===== src/rtl/pipe_hazard_ctrl.sv =====
// pipe_hazard_ctrl: RAW-hazard stall, taken-branch flush and STOP drain/halt
// sequencing for the 4-stage 8-bit pipeline, plus stall/flush perf counters.
module pipe_hazard_ctrl #(
   parameter int          CNT_W = 16,
   parameter logic [7:0]  NOP   = 8'b0000_1010
) (
   input  logic             clk_i,
   input  logic             rst_ni,
   input  logic [7:0]       ir_i,
   input  logic [7:0]       ir3_i,
   input  logic [7:0]       ir4_i,
   input  logic             n_i,
   input  logic             z_i,
   input  logic             resume_i,
   output logic             pc_write_o,
   output logic             ir_load_o,
   output logic             flush_ir_o,
   output logic             bubble3_o,
   output logic             inc_count_o,
   output logic             halted_o,
   output logic [CNT_W-1:0] stall_count_o,
   output logic [CNT_W-1:0] flush_count_o
);
   typedef enum logic [1:0] {RUN, DRAIN, HALT} state_e;

   state_e           state_q;
   logic [1:0]       drain_q;
   logic [CNT_W-1:0] stall_q, flush_q;
   logic             run, taken, haz, stop;

   // {valid, reg} of the register an instruction writes
   function automatic logic [2:0] dst(input logic [7:0] i);
      logic [3:0] op;
      op = i[3:0];
      dst[2] = i != NOP && (op == 4'd0 || op == 4'd4 || op == 4'd6 || op == 4'd8 ||
               op[2:0] == 3'b011 || op[2:0] == 3'b111);
      dst[1:0] = op[2:0] == 3'b111 ? 2'd1 : i[7:6];
   endfunction

   function automatic logic reads(input logic [7:0] i, input logic [2:0] d);
      logic [3:0] op;
      logic       rd_r1, rd_r2;
      op = i[3:0];
      rd_r1 = op == 4'd2 || op == 4'd4 || op == 4'd6 || op == 4'd8 || op[2:0] == 3'b011;
      rd_r2 = op == 4'd0 || op == 4'd2 || op == 4'd4 || op == 4'd6 || op == 4'd8;
      reads = d[2] && i != NOP && ((rd_r1 && i[7:6] == d[1:0]) || (rd_r2 && i[5:4] == d[1:0]) ||
              (op[2:0] == 3'b111 && d[1:0] == 2'd1));
   endfunction

   always_comb begin
      run = state_q == RUN;
      taken = run && ((ir3_i[3:0] == 4'd5 && z_i) || (ir3_i[3:0] == 4'd9 && !z_i) ||
              (ir3_i[3:0] == 4'd13 && !n_i));
      haz = run && (reads(ir_i, dst(ir3_i)) || reads(ir_i, dst(ir4_i)));
      stop = run && ir_i[3:0] == 4'd1;
      pc_write_o = run && (taken || !(haz || stop));
      ir_load_o = run && !(taken || haz || stop);
      flush_ir_o = taken || (state_q == HALT && resume_i);
      bubble3_o = !run || taken || haz || stop;
      inc_count_o = state_q != HALT;
      halted_o = state_q == HALT;
   end

   assign stall_count_o = stall_q;
   assign flush_count_o = flush_q;

   always_ff @(posedge clk_i or negedge rst_ni) begin
      if (!rst_ni) begin
         state_q <= RUN;
         drain_q <= 2'd0;
         stall_q <= '0;
         flush_q <= '0;
      end else begin
         unique case (state_q)
            RUN: begin
               if (taken && !(&flush_q)) flush_q <= flush_q + CNT_W'(1);
               if (!taken && haz && !(&stall_q)) stall_q <= stall_q + CNT_W'(1);
               if (!taken && !haz && stop) begin
                  state_q <= DRAIN;
                  drain_q <= 2'd2;
               end
            end
            DRAIN: begin
               drain_q <= drain_q - 2'd1;
               if (drain_q == 2'd1) state_q <= HALT;
            end
            HALT: if (resume_i) state_q <= RUN;
            default: state_q <= RUN;
         endcase
      end
   end
endmodule


===== config.mk =====
export PLATFORM = sky130hd
export DESIGN_NAME = pipe_hazard_ctrl
export DESIGN_NICKNAME = d
export VERILOG_FILES = /design/src/rtl/pipe_hazard_ctrl.sv
export SDC_FILE = /design/constraint.sdc
export NUM_CORES = 1
export LEC_CHECK = 0
export CAP_MARGIN = 0
export CORE_MARGIN = 2
export CORE_UTILIZATION = 47
export CTS_CLUSTER_DIAMETER = 120
export DETAILED_ROUTE_END_ITERATION = 12
export GPL_TIMING_DRIVEN = 0
export PLACE_DENSITY = 0.9
export REMOVE_ABC_BUFFERS = 1
export SKIP_CTS_REPAIR_TIMING = 1
export SYNTH_ARGS = -nofsm -noshare
export SYNTH_HDL_FRONTEND = slang
export SYNTH_SLANG_ARGS = --single-unit
export TNS_END_PERCENT = 10

===== constraint.sdc =====
create_clock -name clk_i -period 3 [get_ports clk_i]
set_clock_uncertainty 0.1 [all_clocks]
set_input_delay 0.45 -clock clk_i [delete_from_list [all_inputs] [get_ports clk_i]]
set_output_delay 0.45 -clock clk_i [all_outputs]
set_load 0.005 [all_outputs]

==> results.txt, run 1 <==
----------------------------------------------------
[Run status]
  Status ... finished clean

[Critical path]
  Largest delay share family, worst path ... buffers and inverters
  Setup crit start kind ... input port
  Max FO, Critical Path ... 6
  Signal arrival time at the worst endpoint ... 2260 ps
  Worst Path Buf+Inv ... 2
  Setup crit end kind ... primary output
  Largest incremental delay on the critical path ... 500 ps
  Critical path, cell by cell ... clkdlybuf4s50_1 > and3_1 > nor4b_4 > nand2_1 > nand2_1 > clkdlybuf4s50_1
  R2R setup slack ... 430 ps
  Worst path required time ... 2450 ps
  Setup Crit Path Kind ... input port to primary output
  Crit-path slowest cell ... sky130_fd_sc_hd__clkdlybuf4s50_1

[Synth]
  Most used flip-flop cell after synthesis ... sky130_fd_sc_hd__dfrtp_1
  Total number of yosys warnings ... 0
  Summed instance area of the synthesized netlist ... 2250 um2
  Avg Synthesized Cell Area ... 10.4 um2
  Count of flip-flops with a built-in enable after synthesis ... 0
  Dominant combinational cell family by area after synthesis ... simple AND/OR/NAND/NOR gates
  Fraction of the mapped netlist area in compound gates ... 0.172
  Synth cell types ... 52
  Adder-cell share of the synthesized area ... 0.0167
  Synth top area share ... 0.401
  Share of synthesized registers carrying an async set or reset ... 1.00
  Post-synthesis share of cell area spent on xor and xnor gates ... 0.132
  FF+latch count, synth ... 36
  Gate count after technology mapping ... 217
  Basic-gate share of the synthesized area counting and, or, nand and nor cells ... 0.229
  Share of synthesized area occupied by flip-flops and latches ... 0.401
  Portion of netlist area occupied by mux cells ... 0.0200
  Cell types occupying the most area after synthesis ... sky130_fd_sc_hd__dfrtp_1 (40%), sky130_fd_sc_hd__xnor2_1 (6.6%), sky130_fd_sc_hd__xor2_1 (6.6%)
  Cell taking the most area after synthesis ... sky130_fd_sc_hd__dfrtp_1

[Placement]
  Routability-driven placement congestion ratio ... 0.859
  Worst slack at placement ... -997 ps
  Sum of net half-perimeters after detailed placement ... 3.61 mm
  IO buf count ... 62

[Clocking]
  Clock-pin transition on the worst setup and hold timing paths ... 70 ps
  Maximum buffer depth of the clock tree ... 2
  TritonCTS clock tree ... done
  Master cell of the clock root buffer ... sky130_fd_sc_hd__clkbuf_8
  Number of clock buffers inserted by TritonCTS ... 5
  Htree depth ... 2
  Later-pin clock latency in the skew report ... 280 ps
  Clock Sinks ... 36

[Finish]
  Utilization of the core after routing ... 0.655
  Synthesis-to-finish area growth ... 35.8%
  Layout cells sized above 1 ... 0.122
  Count of inserted antenna diode cells ... 0
  Number of nets in the final layout ... 317

[Detailed routing]
  DR WL/cell ... 14.9 um
  Wirelength, routed ... 5.06 mm
  Detailed Routing Iterations Pass 1 ... 4
  Overall via count from detail_route ... 1965
  Post-route DRC ... 0
  Initial drt markers ... 130
  Post-route antenna net violation count ... 0
  Via-to-Cell Ratio ... 5.78

[STA]
  Post-route clock period utilization ... 0.937
  Slew @ Worst Pin ... 781 ps
  RSZ-0062 raised after global routing ... false
  Final Worst Setup Slack ... 189 ps
  Fmax achieved ... 356 MHz
  Max-slew violation count ... 0
  Remaining max-slew budget at the tightest pin ... 0.480
  Number of endpoints with negative hold slack in the final report ... 0
  Final Critical Period ... 2810 ps
  Final count of negative-setup-slack endpoints ... 0

[Job]
  Max-capacitance violation count ... 0

[Pwr]
  Peak supply drop ... 0.000327 V
  LEAKAGE ... 1.37 nW
  Pwr dens ... 528 nW/um2

[Floorplanning]
  Starting utilization of the core area ... 0.482
  Core Area ... 4660 um2
  Vertical die dimension ... 73.2 um
  Die area ... 5350 um2
  Number of cell rows ... 25
  Count of pins on the block boundary ... 67
  Die width ... 73.2 um

[GRT]
  Number of antenna violations at the first check in global routing ... 0
  Global-route wire length before repair ... 7.94 mm
  Global-route usage over all layers ... 0.189
  Maximum number of pins on one net before global-route repair ... 37
  Via count of the first global-routing pass ... 1753
  Gr ovfl total ... 0

[Min path]
  Worst min-delay path class ... input port to async pin

----------------------------------------------------
cell usage in the layout (no fill, tap or decap), types with 2 or more instances in the layout:
cell	synthesis	routed
sky130_fd_sc_hd__clkdlybuf4s50_1	0	42
sky130_fd_sc_hd__dfrtp_1	36	36
sky130_fd_sc_hd__nand2_1	23	23
sky130_fd_sc_hd__xnor2_1	17	17
sky130_fd_sc_hd__xor2_1	17	17
sky130_fd_sc_hd__nor2_1	14	14
sky130_fd_sc_hd__nand3_1	13	12
sky130_fd_sc_hd__dlymetal6s2s_1	0	12
sky130_fd_sc_hd__inv_1	7	7
sky130_fd_sc_hd__nand4_1	7	7
sky130_fd_sc_hd__a211oi_1	7	7
sky130_fd_sc_hd__and3_1	6	6
sky130_fd_sc_hd__clkbuf_8	0	6
sky130_fd_sc_hd__clkbuf_2	0	6
sky130_fd_sc_hd__a2111oi_1	5	5
sky130_fd_sc_hd__nor3_1	4	4
sky130_fd_sc_hd__and4_1	4	4
sky130_fd_sc_hd__buf_4	2	4
sky130_fd_sc_hd__mux2i_1	3	3
sky130_fd_sc_hd__o211ai_1	3	3
sky130_fd_sc_hd__nand2b_1	3	3
sky130_fd_sc_hd__o21ai_0	3	3
sky130_fd_sc_hd__ha_1	3	3
sky130_fd_sc_hd__nor4b_4	2	2
sky130_fd_sc_hd__and2_1	2	2
sky130_fd_sc_hd__a21oi_1	2	2
sky130_fd_sc_hd__a32oi_1	2	2
sky130_fd_sc_hd__a32o_1	2	2
sky130_fd_sc_hd__nor2b_1	2	2
sky130_fd_sc_hd__clkbuf_1	0	2
sky130_fd_sc_hd__buf_2	2	2
power by group:
group,switching (mW),internal (mW),total [mW]
sequential,0.116,0.564,0.680
combinational,0.270,0.308,0.578
clock,0.167,0.187,0.355
stage by stage:
step	TNS [ps]	instances	total power [mW]	hold WS [ps]	instance area (um2)
5_1_grt	0	340	1.71	198	3050
3_5_place_dp	-5080	328	1.26	384	2890
2_1_floorplan	0	212	0.953	54.4	2210
4_1_cts	-2820	336	1.60	163	2980
3_3_place_gp	-4030	328	1.23	370	2900
6_report	0	340	1.61	130	3050
flip-flops by register name, summed over array words and instances, names as in the netlist:
name	flops
drain_q	2
flush_count_o	16
state_q	2
stall_count_o	16
logic make-up after synthesis:
kind of cell / count (synthesis)
and+or+nand+nor: 89
AOI/OAI and AO/OA: 39
DFF: 36
xor gates and xnor gates: 34
buffers and inverters: 12
muxes: 4
adders and majority gates: 3
path summary, 6_finish.rpt:
kind,start,endpoint,depth (start not counted)
max,ir3_i[3],flush_ir_o,6
min,rst_ni,flush_count_o[0],1
max reg2reg,stall_count_o[4],stall_count_o[1],7
min reg2reg,stall_count_o[6],stall_count_o[6],1
max in group asynchronous,rst_ni,stall_count_o[1],1
min in group clk_i,stall_count_o[6],stall_count_o[6],1
area by class of cell:
type,count,area [um2]
fill,364,1610
multi-input combinational,169,1330
sequential,36,901
timing repair buffer,66,641
clock buffer,8,90.1
tap,54,67.6
inverter,7,26.3
Yosys cell counts, types with 2 or more instances:
library cell,n
sky130_fd_sc_hd__xnor2_1,17
sky130_fd_sc_hd__nor2_1,14
sky130_fd_sc_hd__ha_1,3
sky130_fd_sc_hd__nand2_1,23
sky130_fd_sc_hd__a211oi_1,7
sky130_fd_sc_hd__and2_1,2
sky130_fd_sc_hd__nor3_1,4
sky130_fd_sc_hd__xor2_1,17
sky130_fd_sc_hd__and3_1,6
sky130_fd_sc_hd__buf_4,2
sky130_fd_sc_hd__buf_2,2
sky130_fd_sc_hd__nand4_1,7
sky130_fd_sc_hd__nand2b_1,3
sky130_fd_sc_hd__mux2i_1,3
sky130_fd_sc_hd__a2111oi_1,5
sky130_fd_sc_hd__nor2b_1,2
sky130_fd_sc_hd__and4_1,4
sky130_fd_sc_hd__dfrtp_1,36
sky130_fd_sc_hd__o21ai_0,3
sky130_fd_sc_hd__o211ai_1,3
sky130_fd_sc_hd__nand3_1,13
sky130_fd_sc_hd__a32o_1,2
sky130_fd_sc_hd__a32oi_1,2
sky130_fd_sc_hd__nor4b_4,2
sky130_fd_sc_hd__inv_1,7
sky130_fd_sc_hd__a21oi_1,2
metal layers:
metal,wire [um],GRT usage,part of all wire,vias to the layer above
li1,-,-,-,940
met1,2230,0.242,0.44,937
met2,2430,0.314,0.48,72
met3,277,0.0414,0.055,16
met4,116,0.0679,0.023,0
met5,0,0,0,-
Power figures use the tool's default switching activity.
==> inputs of run 2 (changes only) <==
REMOVE_ABC_BUFFERS = unset   (was 1)
==> results.txt, run 2 (synthesis gave the netlist of run 1 again) <==
----------------------------------------------------
[Run status]
  Status ... finished with violations
  Violated checks ... negative setup slack

[Detailed routing]
  Detailed Routing Iterations Pass 1 ... 4 (unchanged)
  Post-route DRC ... 0 (unchanged)
  Post-route antenna net violation count ... 0 (unchanged)
  Initial drt markers ... 97 (-25%)
  Overall via count from detail_route ... 1995 (+1.5%)
  DR WL/cell ... 16.0 um (+7.3%)
  Wirelength, routed ... 5.51 mm (+8.9%)
  Via-to-Cell Ratio ... 5.78 (about the same)

[STA]
  Final Critical Period ... 3150 ps (+338 ps)
  Final Worst Setup Slack ... -149 ps (-338 ps)
  Number of endpoints with negative hold slack in the final report ... 0 (unchanged)
  Final TNS setup ... -149 ps (-149 ps)
  Remaining max-slew budget at the tightest pin ... 0.466 (-0.0139)
  Post-route clock period utilization ... 1.05 (+0.113)
  RSZ-0062 raised after global routing ... true
  Final count of negative-setup-slack endpoints ... 1 (+1)
  Fmax achieved ... 318 MHz (-11%)
  Slew @ Worst Pin ... 801 ps (+20.8 ps)
  Max-slew violation count ... 0 (unchanged)

[GRT]
  Via count of the first global-routing pass ... 1958 (+12%)
  Met2 Track Usage GR ... 0.373 (+0.0591)
  Number of antenna violations at the first check in global routing ... 0 (unchanged)
  Global-route usage over all layers ... 0.207 (+0.0178)
  Global Route met1 Usage ... 0.244 (+0.00197)
  Maximum number of pins on one net before global-route repair ... 37 (unchanged)
  Gr ovfl total ... 0 (unchanged)
  Met3 global-route usage ... 0.0304 (-0.0110)
  Global-route layer with the greatest usage ... met2
  Global-route wire length before repair ... 8.62 mm (+8.6%)

[Critical path]
  Worst path required time ... 2450 ps (about the same)
  Max FO, Critical Path ... 4 (-2)
  Setup crit start kind ... input port
  Signal arrival time at the worst endpoint ... 2600 ps (+340 ps)
  Setup Crit Path Kind ... input port to primary output
  Setup crit end kind ... primary output

[Pwr]
  Relative contribution of the clock network to total power ... 0.251 (+0.031)
  Net load switching power ... 0.574 mW (+3.8%)
  Total power of the final layout ... 1.71 mW (+5.9%)
  Pwr dens ... 543 nW/um2 (+2.9%)
  LEAKAGE ... 1.41 nW (+3.3%)
  Portion of total power attributed to sequential cells ... 0.394 (-0.028)
  Switching Share ... 0.336 (-0.00699)
  Comb power frac ... 0.355 (-0.003)
  Internal portion of total power ... 1.13 mW (+7.1%)
  Peak supply drop ... 0.000383 V (+17%)

[Placement]
  Routability-driven placement congestion ratio ... 0.822 (-4.3%)
  Worst slack at placement ... -870 ps (+127 ps)
  Sum of net half-perimeters after detailed placement ... 3.89 mm (+7.8%)
  IO buf count ... 60 (-3.2%)

[Clocking]
  Maximum buffer depth of the clock tree ... 2 (unchanged)
  Htree depth ... 2 (unchanged)
  Number of clock buffers inserted by TritonCTS ... 5 (unchanged)
  Master cell of the clock root buffer ... sky130_fd_sc_hd__clkbuf_8
  Clock-pin transition on the worst setup and hold timing paths ... 70 ps (about the same)
  TritonCTS clock tree ... done
  Later-pin clock latency in the skew report ... 300 ps (+20 ps)
  Clock Sinks ... 36 (unchanged)

[Min path]
  Worst min-delay path class ... input port to async pin

[Synth]
  Nets in the synthesized netlist ... 249

[Finish]
  Layout cells sized above 1 ... 0.148 (+0.0254)
  Fillers ... 361 (-0.82%)
  Count of inserted antenna diode cells ... 0 (unchanged)
  Number of nets in the final layout ... 322 (+1.6%)
  Most frequent standard cell in the layout excluding fill and tap cells ... sky130_fd_sc_hd__clkdlybuf4s50_1
  Sequential cell area in the final layout ... 901 um2 (unchanged)
  Footprint of the multi-input gates ... 1340 um2 (+0.75%)
  Synthesis-to-finish area growth ... 39.8%
  Most used cells in the layout excluding fill and tap cells ... sky130_fd_sc_hd__clkdlybuf4s50_1 (43), sky130_fd_sc_hd__dfrtp_1 (36), sky130_fd_sc_hd__nand2_1 (23)

[Job]
  Max-capacitance violation count ... 0 (unchanged)

[Floorplanning]
  Core Area ... 4660 um2 (unchanged)
  Vertical die dimension ... 73.2 um (unchanged)
  Die width ... 73.2 um (unchanged)
  Die area ... 5350 um2 (unchanged)
  Count of pins on the block boundary ... 67 (unchanged)
  Starting utilization of the core area ... 0.482 (unchanged)
  Number of cell rows ... 25 (unchanged)

----------------------------------------------------
run 2: cell types whose count changed in the layout (fill, tap and decap cells not counted), sizes merged:
cell,delta
bufinv,+1
clkinvlp,+1
clkdlybuf4s50,+1
buf,+7
clkinv,+1
clkbuf,-6
run 2: critical path, cell delays in order:
cell                              delay, ps
sky130_fd_sc_hd__dlymetal6s2s_1         170
sky130_fd_sc_hd__xnor2_1                150
sky130_fd_sc_hd__a32o_1                 270
sky130_fd_sc_hd__a32o_1                 210
sky130_fd_sc_hd__a221o_2                360
sky130_fd_sc_hd__o311ai_4               120
sky130_fd_sc_hd__buf_8                  170
sky130_fd_sc_hd__nand4b_4               130
sky130_fd_sc_hd__nand2_1                 90
sky130_fd_sc_hd__clkdlybuf4s50_1        490
run 2: per-stage QoR:
step	hold WS, ps	util	cell area (um2)	cells
detailed placement	379	0.625	2910	331
finish	139	0.675	3140	345
global route	195	0.675	3140	345
global placement	370	0.626	2920	331
CTS	161	0.649	3020	339
floorplan	54.4	-	2250	217
run 2: layout make-up:
type | instances | share of cell area
clock buffers | 5 | 0.0219
repair buffers | 66 | 0.207
multi-input cells | 169 | 0.425
clock inverters | 3 | 0.0135
well taps | 54 | 0.0215
inverters | 7 | 0.00836
plain buffers | 5 | 0.0159
flip-flops and latches | 36 | 0.287
run 2: power groups by stage:
stage | Clock [mW] | Sequential (mW) | Combinational [mW]
2_1_floorplan | 0 | 0.664 | 0.304
3_3_place_gp | 0 | 0.674 | 0.560
3_5_place_dp | 0 | 0.679 | 0.586
4_1_cts | 0.432 | 0.671 | 0.590
5_1_grt | 0.450 | 0.687 | 0.673
6_report | 0.429 | 0.673 | 0.606
run 2: per-layer routing:
metal | up-vias | routed length [um]
li1 | 949 | -
met1 | 980 | 2360
met2 | 54 | 2800
met3 | 12 | 238
met4 | 0 | 114
met5 | - | 0
run 2: worst paths after layout:
path	startpoint	end	slack [ps]	cells after the start
max	ir4_i[6]	pc_write_o	-150	10
min	rst_ni	flush_count_o[15]	140	1
max reg2reg	stall_count_o[4]	stall_count_o[10]	390	8
min reg2reg	drain_q[1]	drain_q[1]	390	1
max in group asynchronous	rst_ni	flush_count_o[4]	2160	1
min in group clk_i	drain_q[1]	drain_q[1]	390	1
